## src/rtl/inst_cache_pkg.sv

```systemverilog
// Shared definitions for the direct-mapped instruction cache: default geometry,
// FSM encoding and address field extraction helpers.
package inst_cache_pkg;

  localparam int unsigned LINE_NUM_DEF   = 16;
  localparam int unsigned LINE_WORDS_DEF = 4;
  localparam int unsigned ADDR_WIDTH_DEF = 32;

  localparam int unsigned OFS_BITS = $clog2(LINE_WORDS_DEF);
  localparam int unsigned IDX_BITS = $clog2(LINE_NUM_DEF);
  localparam int unsigned TAG_BITS = ADDR_WIDTH_DEF - OFS_BITS - IDX_BITS - 2;

  typedef enum logic [1:0] {
    ST_IDLE   = 2'd0,
    ST_REFILL = 2'd1,
    ST_DONE   = 2'd2
  } state_e;

  // Extract a `width`-bit field starting at bit `lsb` of a byte address.
  function automatic logic [63:0] addr_field(input logic [63:0] addr,
                                             input int unsigned lsb,
                                             input int unsigned width);
    logic [63:0] mask;
    mask = (width >= 64) ? '1 : ((64'd1 << width) - 64'd1);
    return (addr >> lsb) & mask;
  endfunction

  function automatic int unsigned idx_lsb(input int unsigned ofs_bits);
    return ofs_bits + 2;
  endfunction

  function automatic int unsigned tag_lsb(input int unsigned ofs_bits,
                                          input int unsigned idx_bits);
    return ofs_bits + idx_bits + 2;
  endfunction

endpackage

```

## src/rtl/inst_cache_store.sv

```systemverilog
// Tag, valid and data arrays of the instruction cache: combinational read,
// single-word write, whole-array valid clear and per-line valid set.
module inst_cache_store
  import inst_cache_pkg::*;
#(
  parameter int unsigned IDX_W = IDX_BITS,
  parameter int unsigned OFS_W = OFS_BITS,
  parameter int unsigned TAG_W = TAG_BITS
) (
  input  logic             clk,
  input  logic             rst,
  input  logic [IDX_W-1:0] i_rd_idx,
  input  logic [OFS_W-1:0] i_rd_ofs,
  output logic             o_rd_valid,
  output logic [TAG_W-1:0] o_rd_tag,
  output logic [31:0]      o_rd_word,
  input  logic             i_wr_en,
  input  logic [IDX_W-1:0] i_wr_idx,
  input  logic [OFS_W-1:0] i_wr_ofs,
  input  logic [31:0]      i_wr_data,
  input  logic             i_tag_we,
  input  logic [TAG_W-1:0] i_wr_tag,
  input  logic             i_set_valid,
  input  logic             i_clr_all
);

  localparam int unsigned LINE_NUM   = 1 << IDX_W;
  localparam int unsigned LINE_WORDS = 1 << OFS_W;

  logic [LINE_NUM-1:0] r_valid;
  logic [TAG_W-1:0]    r_tag  [LINE_NUM];
  logic [31:0]         r_data [LINE_NUM][LINE_WORDS];

  // Valid bits: clear-all wins over a set in the same cycle.
  always_ff @(posedge clk or negedge rst) begin
    if (!rst) begin
      r_valid <= '0;
    end else if (i_clr_all) begin
      r_valid <= '0;
    end else if (i_set_valid) begin
      r_valid[i_wr_idx] <= 1'b1;
    end
  end

  // Payload arrays carry no reset; valid bits gate their use.
  always_ff @(posedge clk) begin
    if (i_wr_en) begin
      r_data[i_wr_idx][i_wr_ofs] <= i_wr_data;
    end
    if (i_tag_we) begin
      r_tag[i_wr_idx] <= i_wr_tag;
    end
  end

  assign o_rd_valid = r_valid[i_rd_idx];
  assign o_rd_tag   = r_tag[i_rd_idx];
  assign o_rd_word  = r_data[i_rd_idx][i_rd_ofs];

endmodule

```

## src/rtl/inst_cache.sv

```systemverilog
// Direct-mapped read-only instruction cache: same-cycle hits, miss refills a
// whole line through a req/rvalid burst, with flush and line poisoning.
module inst_cache
  import inst_cache_pkg::*;
#(
  parameter int unsigned LINE_NUM   = LINE_NUM_DEF,
  parameter int unsigned LINE_WORDS = LINE_WORDS_DEF,
  parameter int unsigned ADDR_WIDTH = ADDR_WIDTH_DEF
) (
  input  logic                  clk,
  input  logic                  rst,
  input  logic                  inst_ren,
  input  logic [ADDR_WIDTH-1:0] inst_addr,
  output logic [31:0]           inst_data,
  output logic                  inst_stall,
  input  logic                  flush,
  output logic                  mem_req,
  output logic [ADDR_WIDTH-1:0] mem_addr,
  input  logic                  mem_rvalid,
  input  logic [31:0]           mem_din
);

  localparam int unsigned OFS_W = $clog2(LINE_WORDS);
  localparam int unsigned IDX_W = $clog2(LINE_NUM);
  localparam int unsigned TAG_W = ADDR_WIDTH - OFS_W - IDX_W - 2;

  state_e                r_state;
  state_e                w_state_nxt;
  logic [OFS_W-1:0]      r_cnt;
  logic [OFS_W-1:0]      w_cnt_nxt;
  logic                  r_mem_req;
  logic                  w_mem_req_nxt;
  logic [ADDR_WIDTH-1:0] r_mem_addr;
  logic [ADDR_WIDTH-1:0] w_mem_addr_nxt;
  logic [IDX_W-1:0]      r_ref_idx;
  logic [TAG_W-1:0]      r_ref_tag;
  logic                  r_poison;
  logic                  w_poison_nxt;

  logic [OFS_W-1:0]      w_ofs;
  logic [IDX_W-1:0]      w_idx;
  logic [TAG_W-1:0]      w_tag;
  logic [ADDR_WIDTH-1:0] w_line_base;
  logic                  w_rd_valid;
  logic [TAG_W-1:0]      w_rd_tag;
  logic [31:0]           w_rd_word;
  logic                  w_hit;
  logic                  w_idle_hit;
  logic                  w_start;
  logic                  w_wr_en;
  logic                  w_last;
  logic                  w_set_valid;

  assign w_ofs = OFS_W'(addr_field(64'(inst_addr), 2, OFS_W));
  assign w_idx = IDX_W'(addr_field(64'(inst_addr), idx_lsb(OFS_W), IDX_W));
  assign w_tag = TAG_W'(addr_field(64'(inst_addr), tag_lsb(OFS_W, IDX_W), TAG_W));
  assign w_line_base = {w_tag, w_idx, {(OFS_W + 2){1'b0}}};

  inst_cache_store #(
    .IDX_W (IDX_W),
    .OFS_W (OFS_W),
    .TAG_W (TAG_W)
  ) u_store (
    .clk         (clk),
    .rst         (rst),
    .i_rd_idx    (w_idx),
    .i_rd_ofs    (w_ofs),
    .o_rd_valid  (w_rd_valid),
    .o_rd_tag    (w_rd_tag),
    .o_rd_word   (w_rd_word),
    .i_wr_en     (w_wr_en),
    .i_wr_idx    (r_ref_idx),
    .i_wr_ofs    (r_cnt),
    .i_wr_data   (mem_din),
    .i_tag_we    (w_last),
    .i_wr_tag    (r_ref_tag),
    .i_set_valid (w_set_valid),
    .i_clr_all   (flush)
  );

  assign w_hit      = inst_ren & w_rd_valid & (w_rd_tag == w_tag);
  assign w_idle_hit = (r_state == ST_IDLE) & w_hit;

  // Stall is gated by reset so a held fetch does not stall while in reset.
  assign inst_stall = rst & inst_ren & ~w_idle_hit;
  assign inst_data  = w_idle_hit ? w_rd_word : 32'd0;
  assign mem_req    = r_mem_req;
  assign mem_addr   = r_mem_addr;

  // A flush landing on the last refill word must also leave the line invalid.
  assign w_set_valid = w_last & ~r_poison & ~flush;

  always_ff @(posedge clk or negedge rst) begin
    if (!rst) begin
      r_state    <= ST_IDLE;
      r_cnt      <= '0;
      r_mem_req  <= 1'b0;
      r_mem_addr <= '0;
      r_ref_idx  <= '0;
      r_ref_tag  <= '0;
      r_poison   <= 1'b0;
    end else begin
      r_state    <= w_state_nxt;
      r_cnt      <= w_cnt_nxt;
      r_mem_req  <= w_mem_req_nxt;
      r_mem_addr <= w_mem_addr_nxt;
      r_poison   <= w_poison_nxt;
      if (w_start) begin
        r_ref_idx <= w_idx;
        r_ref_tag <= w_tag;
      end
    end
  end

  always_comb begin
    w_state_nxt    = r_state;
    w_cnt_nxt      = r_cnt;
    w_mem_req_nxt  = r_mem_req;
    w_mem_addr_nxt = r_mem_addr;
    w_poison_nxt   = r_poison;
    w_start        = 1'b0;
    w_wr_en        = 1'b0;
    w_last         = 1'b0;
    case (r_state)
      ST_IDLE: begin
        if (inst_ren && !w_hit) begin
          w_state_nxt    = ST_REFILL;
          w_mem_req_nxt  = 1'b1;
          w_mem_addr_nxt = w_line_base;
          w_poison_nxt   = 1'b0;
          w_start        = 1'b1;
        end
      end
      ST_REFILL: begin
        if (flush) begin
          w_poison_nxt = 1'b1;
        end
        if (mem_rvalid) begin
          w_wr_en   = 1'b1;
          w_cnt_nxt = r_cnt + OFS_W'(1);
          if (r_cnt == OFS_W'(LINE_WORDS - 1)) begin
            w_last        = 1'b1;
            w_state_nxt   = ST_DONE;
            w_mem_req_nxt = 1'b0;
          end
        end
      end
      ST_DONE: begin
        if (flush) begin
          w_poison_nxt = 1'b1;
        end
        w_state_nxt = ST_IDLE;
      end
      default: begin
        w_state_nxt   = ST_IDLE;
        w_mem_req_nxt = 1'b0;
        w_cnt_nxt     = '0;
      end
    endcase
  end

endmodule

```

## config.mk

```make
export PLATFORM = sky130hd
export DESIGN_NAME = inst_cache
export DESIGN_NICKNAME = d
export VERILOG_FILES = /design/src/rtl/inst_cache_pkg.sv /design/src/rtl/inst_cache_store.sv /design/src/rtl/inst_cache.sv
export SDC_FILE = /design/constraint.sdc
export NUM_CORES = 2
export LEC_CHECK = 0
export ABC_CLOCK_PERIOD_IN_PS = 4000
export CAP_MARGIN = 10
export CORE_UTILIZATION = 46
export CTS_CLUSTER_DIAMETER = 60
export DETAILED_ROUTE_END_ITERATION = 6
export PLACE_DENSITY_LB_ADDON = 0.12
export SLEW_MARGIN = 10
export SYNTH_ARGS = -nofsm -noshare
export SYNTH_HDL_FRONTEND = slang
export SYNTH_SLANG_ARGS = --single-unit
```

## constraint.sdc

```tcl
create_clock -name clk -period 4 [get_ports clk]
set_input_delay 0.4 -clock clk [delete_from_list [all_inputs] [get_ports clk]]
set_output_delay 0.4 -clock clk [all_outputs]
set_load 0.05 [all_outputs]
```

[Word level (Yosys, flattened, before mapping)]
Memory sizes are Yosys's and may differ from the RTL's.
Cells that the tools add are included.
Widths: inputs -> output; s select.
Word-level totals
  bits in registers: 78
  bits in writable memories: 2432
  bits of input ports: 69
  output and inout port bits: 66
  logic and storage cells: 90
  memories kept: 2
Cells by class
  $add $sub $neg: 1
  order comparisons: 6
  equality and inequality tests: 8
  mux-type cells: 36
  bitwise gates (word level): 15
  reductions and logical operators: 14
Memories
  u_store.r_data: depth 16, bits a word 128, rd ports 1, clocked after memory_dff 0, wr ports 1, RTL line inst_cache_store.sv:32  | logic [31:0] r_data [LINE_NUM][LINE_WORDS];
  u_store.r_tag: depth 16, bits a word 24, rd ports 1, clocked after memory_dff 0, wr ports 1, RTL line inst_cache_store.sv:31  | logic [TAG_W-1:0] r_tag [LINE_NUM];
Operators by type and width (count)
  $mux 128: 1
  $mux 32: 4
  $bmux 32 s2: 1
  $demux 32 s2: 1
  $mux 16: 2
  $eq 24x24->1: 1
  $mux 1: 17
  $or 16x16->16: 1
  $lt 4x5->1 const B: 2
  $mux 2: 4
  $pmux 2 s2: 2
  $and 1x1->1: 7
  $ge 3x3->1 const B: 2
  $not 2->3: 2
  $reduce_and 3->1: 2
  $not 1->1: 5
  $bmux 1 s4: 1
  $demux 1 s4: 1
  $eq 2x2->1 const B: 2
  $ge 4x1->1 const B: 1
  $ne 2x1->1 const B: 2
  $ne 2x2->1 const B: 2
  $reduce_and 2->1: 2
  $reduce_and 4->1: 1
  10 further kinds: 14

[Longest topological paths before layout]
  depth in word-level cells: 8
  depth in mapped cells: 16
  depth with buffers taken out: 9

[By module]
Synthesis repeated with hierarchy kept, for this count alone.
Second synthesis, totals
  cell total of the unflattened synthesis: 4296
  area total of the unflattened synthesis: 95743.1 sq um
By module, submodules not included
  inst_cache_store: times used 1, cells an instance 4119, area each 93673.6 sq um, sequential area each 73430.4 sq um
  inst_cache: times used 1, cells an instance 177, area each 2069.5 sq um, sequential area each 850.8 sq um

[Worst setup path after synthesis]
No wires, ideal clock.
  path kind: input port to output port
  from: input port inst_addr[5]
  to: output port inst_data[0]
  arrival: 3.793 ns
  data required time: 3.600 ns
  path slack: -0.193 ns
  stages on the path: 11
  buffers on the path: 7
  path through: buf_2 > buf_2 > buf_2 > buf_2 > clkbuf_1 > clkbuf_1 > clkbuf_1 > mux4_2 > mux4_2 > mux4_2 > and3_1
Between the ends
  cells in the longest elaborated chain, start to end: 6
  elaborated cells between the ends (all ways): 12
  those cells by class: eq/ne: 1; mux: 6; bitwise: 3; memory: 2
Ends and longest elaborated chain
  start: declaration: RTL line inst_cache.sv:13  | input logic [ADDR_WIDTH-1:0] inst_addr,
  parallel branches: the longest is 5 deep, another holds $mem_v2 16x24
  $mux 32 *: RTL line inst_cache.sv:86  | assign inst_data = w_idle_hit ? w_rd_word : 32'd0;
  end: declaration: RTL line inst_cache.sv:14  | output logic [31:0] inst_data,
Every way passes the cells marked *. The select of a mux whose other input is x is not followed.

[Worst setup path after layout]
  from: memory u_store.r_tag[2][14] in the netlist's numbering
  to: output port inst_data[28]
Between the ends
  cells in the longest elaborated chain, start to end: 5
Ends and longest elaborated chain
  start: declaration: RTL line inst_cache_store.sv:31
  $mem_v2 16x24
  $eq 24x24->1: RTL line inst_cache.sv:81  | assign w_hit = inst_ren & w_rd_valid & (w_rd_tag == w_tag);
  $and 1x1->1: RTL line inst_cache.sv:81
  $and 1x1->1: RTL line inst_cache.sv:82  | assign w_idle_hit = (r_state == ST_IDLE) & w_hit;
  $mux 32: RTL line inst_cache.sv:86
No other way between the ends.

==> metrics <==
status complete, but fails checks; failing checks negative setup slack; clock sink total 2482; Avg Vias per Cell 6.00; top cell type's share of synthesized area 76.6%; Sequential Area roughly 0.074 mm^2; IO buf count 128; clock slew at reported path FFs approximately 60 ps; Crit path top cell by count buf_12; DR vias 43411; P&R area growth vs syn 17.4%; DRC Markers 0; setup violators final 33; worst slew pin tran 1240 ps; Post-DP HPWL approximately 130000 um; setup TNS -20490 ps; footprint of the multi-input gates around 0.021 mm^2; placed cell count 6756; Area after DPL slightly above 0.1 mm^2; Synth Flop Type edfxtp_1; Final period util 116%; Initial Util 46.5%; share of cells above drive strength 1 34.8%; reg2reg setup slack around 280 ps; most frequent cell after synthesis edfxtp_1; min-delay src mem_din[3]; IO Count 135; Worst Hold End u_store.r_data[3][67]; Tot GR Track Use 22.9%; max_cap viols 0; Crit. End Element output port; 1st-pass router iterations 5; Slew Limit Fails 0; design area 0.112 mm^2; FF-to-FF Start u_store.r_tag[2][14]; nets@finish 4431; Clock Skew 44.8 ps; Post-synth EDFFs 2432; gpl congestion 0.761; Rows 166; first-pass GRT wire length between 300000 and 400000 um; clk_lat worst skew 920 ps; WP data required 3600 ps; Final WS setup -650 ps; Async S/R FF share, synth 2.01%; maximum clock path buffer count 4; pre-CTS WS -232 ps; min cycle time layout roughly 4600 ps; initial antenna violation count 17; WL final approximately 240000 um; CP Class reg2out; Final Non-Filler Cells 7239; vias in the first global route 44876; Hold Crit Class in2reg; CTS tree done; Distinct cells, synth between 50 and 60; Fillers ~15000; Reg2Reg Depth 14; final hold vios 0; Synth area leader edfxtp_1; Die Height between 400 and 500 um; synthesized flop and latch total approximately 2500; WHS Path Cells 1; pin count of the biggest net entering global routing roughly 70; post-DR wirelength/cell 32.8 um; Yosys Warn Count 0; RSZ-0062 raised after global routing true; CP startpoint kind flop; core region area 0.205 mm^2; clk root buf clkbuf_16; cell count after synthesis 3898; number of DRC markers in iteration 0 4499; top post-synthesis cells by area edfxtp_1, mux4_2, dfrtp_1, mux2i_1, clkbuf_1; GR Overflow Total 0; # H-tree levels 5; sequential fraction of the synthesis area between 70 and 80%; Rel. slew slack 17.2%; commonest cells in the netlist edfxtp_1, mux4_2, clkbuf_1; Max FO, Critical Path 7; die width 457 um; Syn Std Cell Area 0.0953 mm^2; Power, Total approximately 60 mW; CTS Buf Count 278; Max Freq 215 MHz; post-synthesis area per instance approximately 24 um^2; R2R Path End r_ref_tag[4]; Die ar. 0.209 mm^2; Slowest-stage cell, CP mux4_2; Power Density roughly 530 mW/mm^2; Worst Path Arrival around 4300 ps; VDD IR max 0.519 mV; leakage 35.1 nW; CP Cell Sequence mux4_2, mux2i_4, xor2_1, nand2_1, a2111oi_4, buf_4, nand4_1, nor4_4, buf_12, clkbuf_16, and3_4, buf_12; post-route ant nets 0; Max stage delay on crit path 500 ps
[kinds of logic (layout without fill, tap and decap cells)]
kind of cell,Yosys count,after routing,synth area share [%]
DFF,2482,2482,77.9
muxes,845,845,18.9
and+or+nand+nor,240,240,1.16
buffers and inverters,219,861,1.10
AOI/OAI and AO/OA,73,73,0.567
xor gates and xnor gates,31,31,0.285
adders and majority gates,7,7,0.0919
other,1,12,0.00393
[per-layer routing]
metal	GRT usage (%)	vias up	wire, um
met5	0	-	0
met4	6.95	0	6380
met3	5.06	321	16100
met2	36.4	1393	116000
met1	31.9	23909	99800
li1	-	17788	-
[cell usage in the layout (no fill, tap or decap), types with 14 or more instances in the layout]
cell type / Yosys / routed
nor2_4: 0 / 80
nor2_1: 115 / 35
bufinv_16: 0 / 14
clkinv_2: 0 / 28
buf_4: 8 / 127
buf_12: 2 / 158
xor2_1: 16 / 15
clkdlybuf4s50_1: 0 / 56
mux4_2: 754 / 754
nand2_1: 31 / 30
nand3_1: 19 / 19
and3_4: 0 / 28
clkbuf_1: 118 / 73
dfrtp_1: 50 / 50
mux2_4: 17 / 17
mux2_2: 16 / 16
buf_2: 67 / 34
clkbuf_16: 0 / 290
edfxtp_1: 2432 / 2432
mux2i_1: 57 / 56
clkinv_1: 2 / 54
xnor2_1: 15 / 14
[stage by stage]
step | hold WS [ps] | util (%)
final | 133 | 54.5
after global routing | 96.2 | 54.5
after CTS | 111 | 54.4
after detailed placement | 486 | 50.3
after global placement | 472 | 50.3
after floorplan | 104 | -
[flip-flops by register name (all words and copies together), names as in the netlist]
| register | cells |
|---|---|
| r_state | 2 |
| u_store.r_tag | 384 |
| r_poison | 1 |
| r_cnt | 2 |
| mem_addr | 1 |
| r_ref_tag | 24 |
| mem_req | 1 |
| u_store.r_data | 2048 |
| r_ref_idx | 3 |
| u_store.r_valid | 16 |
[report_power, final]
group / internal, mW / switching (mW) / leakage, nW
Combinational: 1.84 / 3.12 / 8.50
Clock: 14.1 / 9.73 / 4.08
Sequential: 29.7 / 0.763 / 22.5
Total: 45.6 / 13.6 / 35.1
[what timing repair did]
action | in CTS | in global routing
pin swaps | 3 | 4
endpoints found under the hold margin | 67 | 0
setup buffers | 2 | 1
setup endpoints to repair | 33 | 33
hold buffers | 2 | 0
cloned | 0 | 3
gates resized for setup | 12 | 28
[worst max-delay path, delay by kind of cell, from the launching register on]
kind | cells | cell delay [ps]
AOI/OAI and AO/OA | 1 | 300
buffers and inverters | 4 | 730
xor gates and xnor gates | 1 | 180
muxes | 2 | 700
DFF | 1 | 370
and+or+nand+nor | 4 | 990
[worst max-delay path by stage]
stage,slack [ps],start,end,cells past startpoint
after global routing,-800,u_store.r_tag[2][14],inst_data[28],12
after floorplan,5,inst_addr[5],inst_data[0],11
after detailed placement,-230,inst_addr[4],inst_data[28],13
final,-650,u_store.r_tag[2][14],inst_data[28],12
after CTS,-570,u_store.r_tag[3][2],inst_data[18],12
after global placement,-230,inst_addr[4],inst_data[28],13
[final cells by class]
class,instances,share of cell area [%]
Clock buffer,365,6.73
Antenna cell,8,0.0179
Multi-Input combinational cell,1200,18.6
Clock inverter,103,0.756
Sequential cell,2482,66.4
Tap cell,2688,3.00
Timing Repair Buffer,385,4.48
Inverter,8,0.0268
Power figures use the tool's default switching activity.
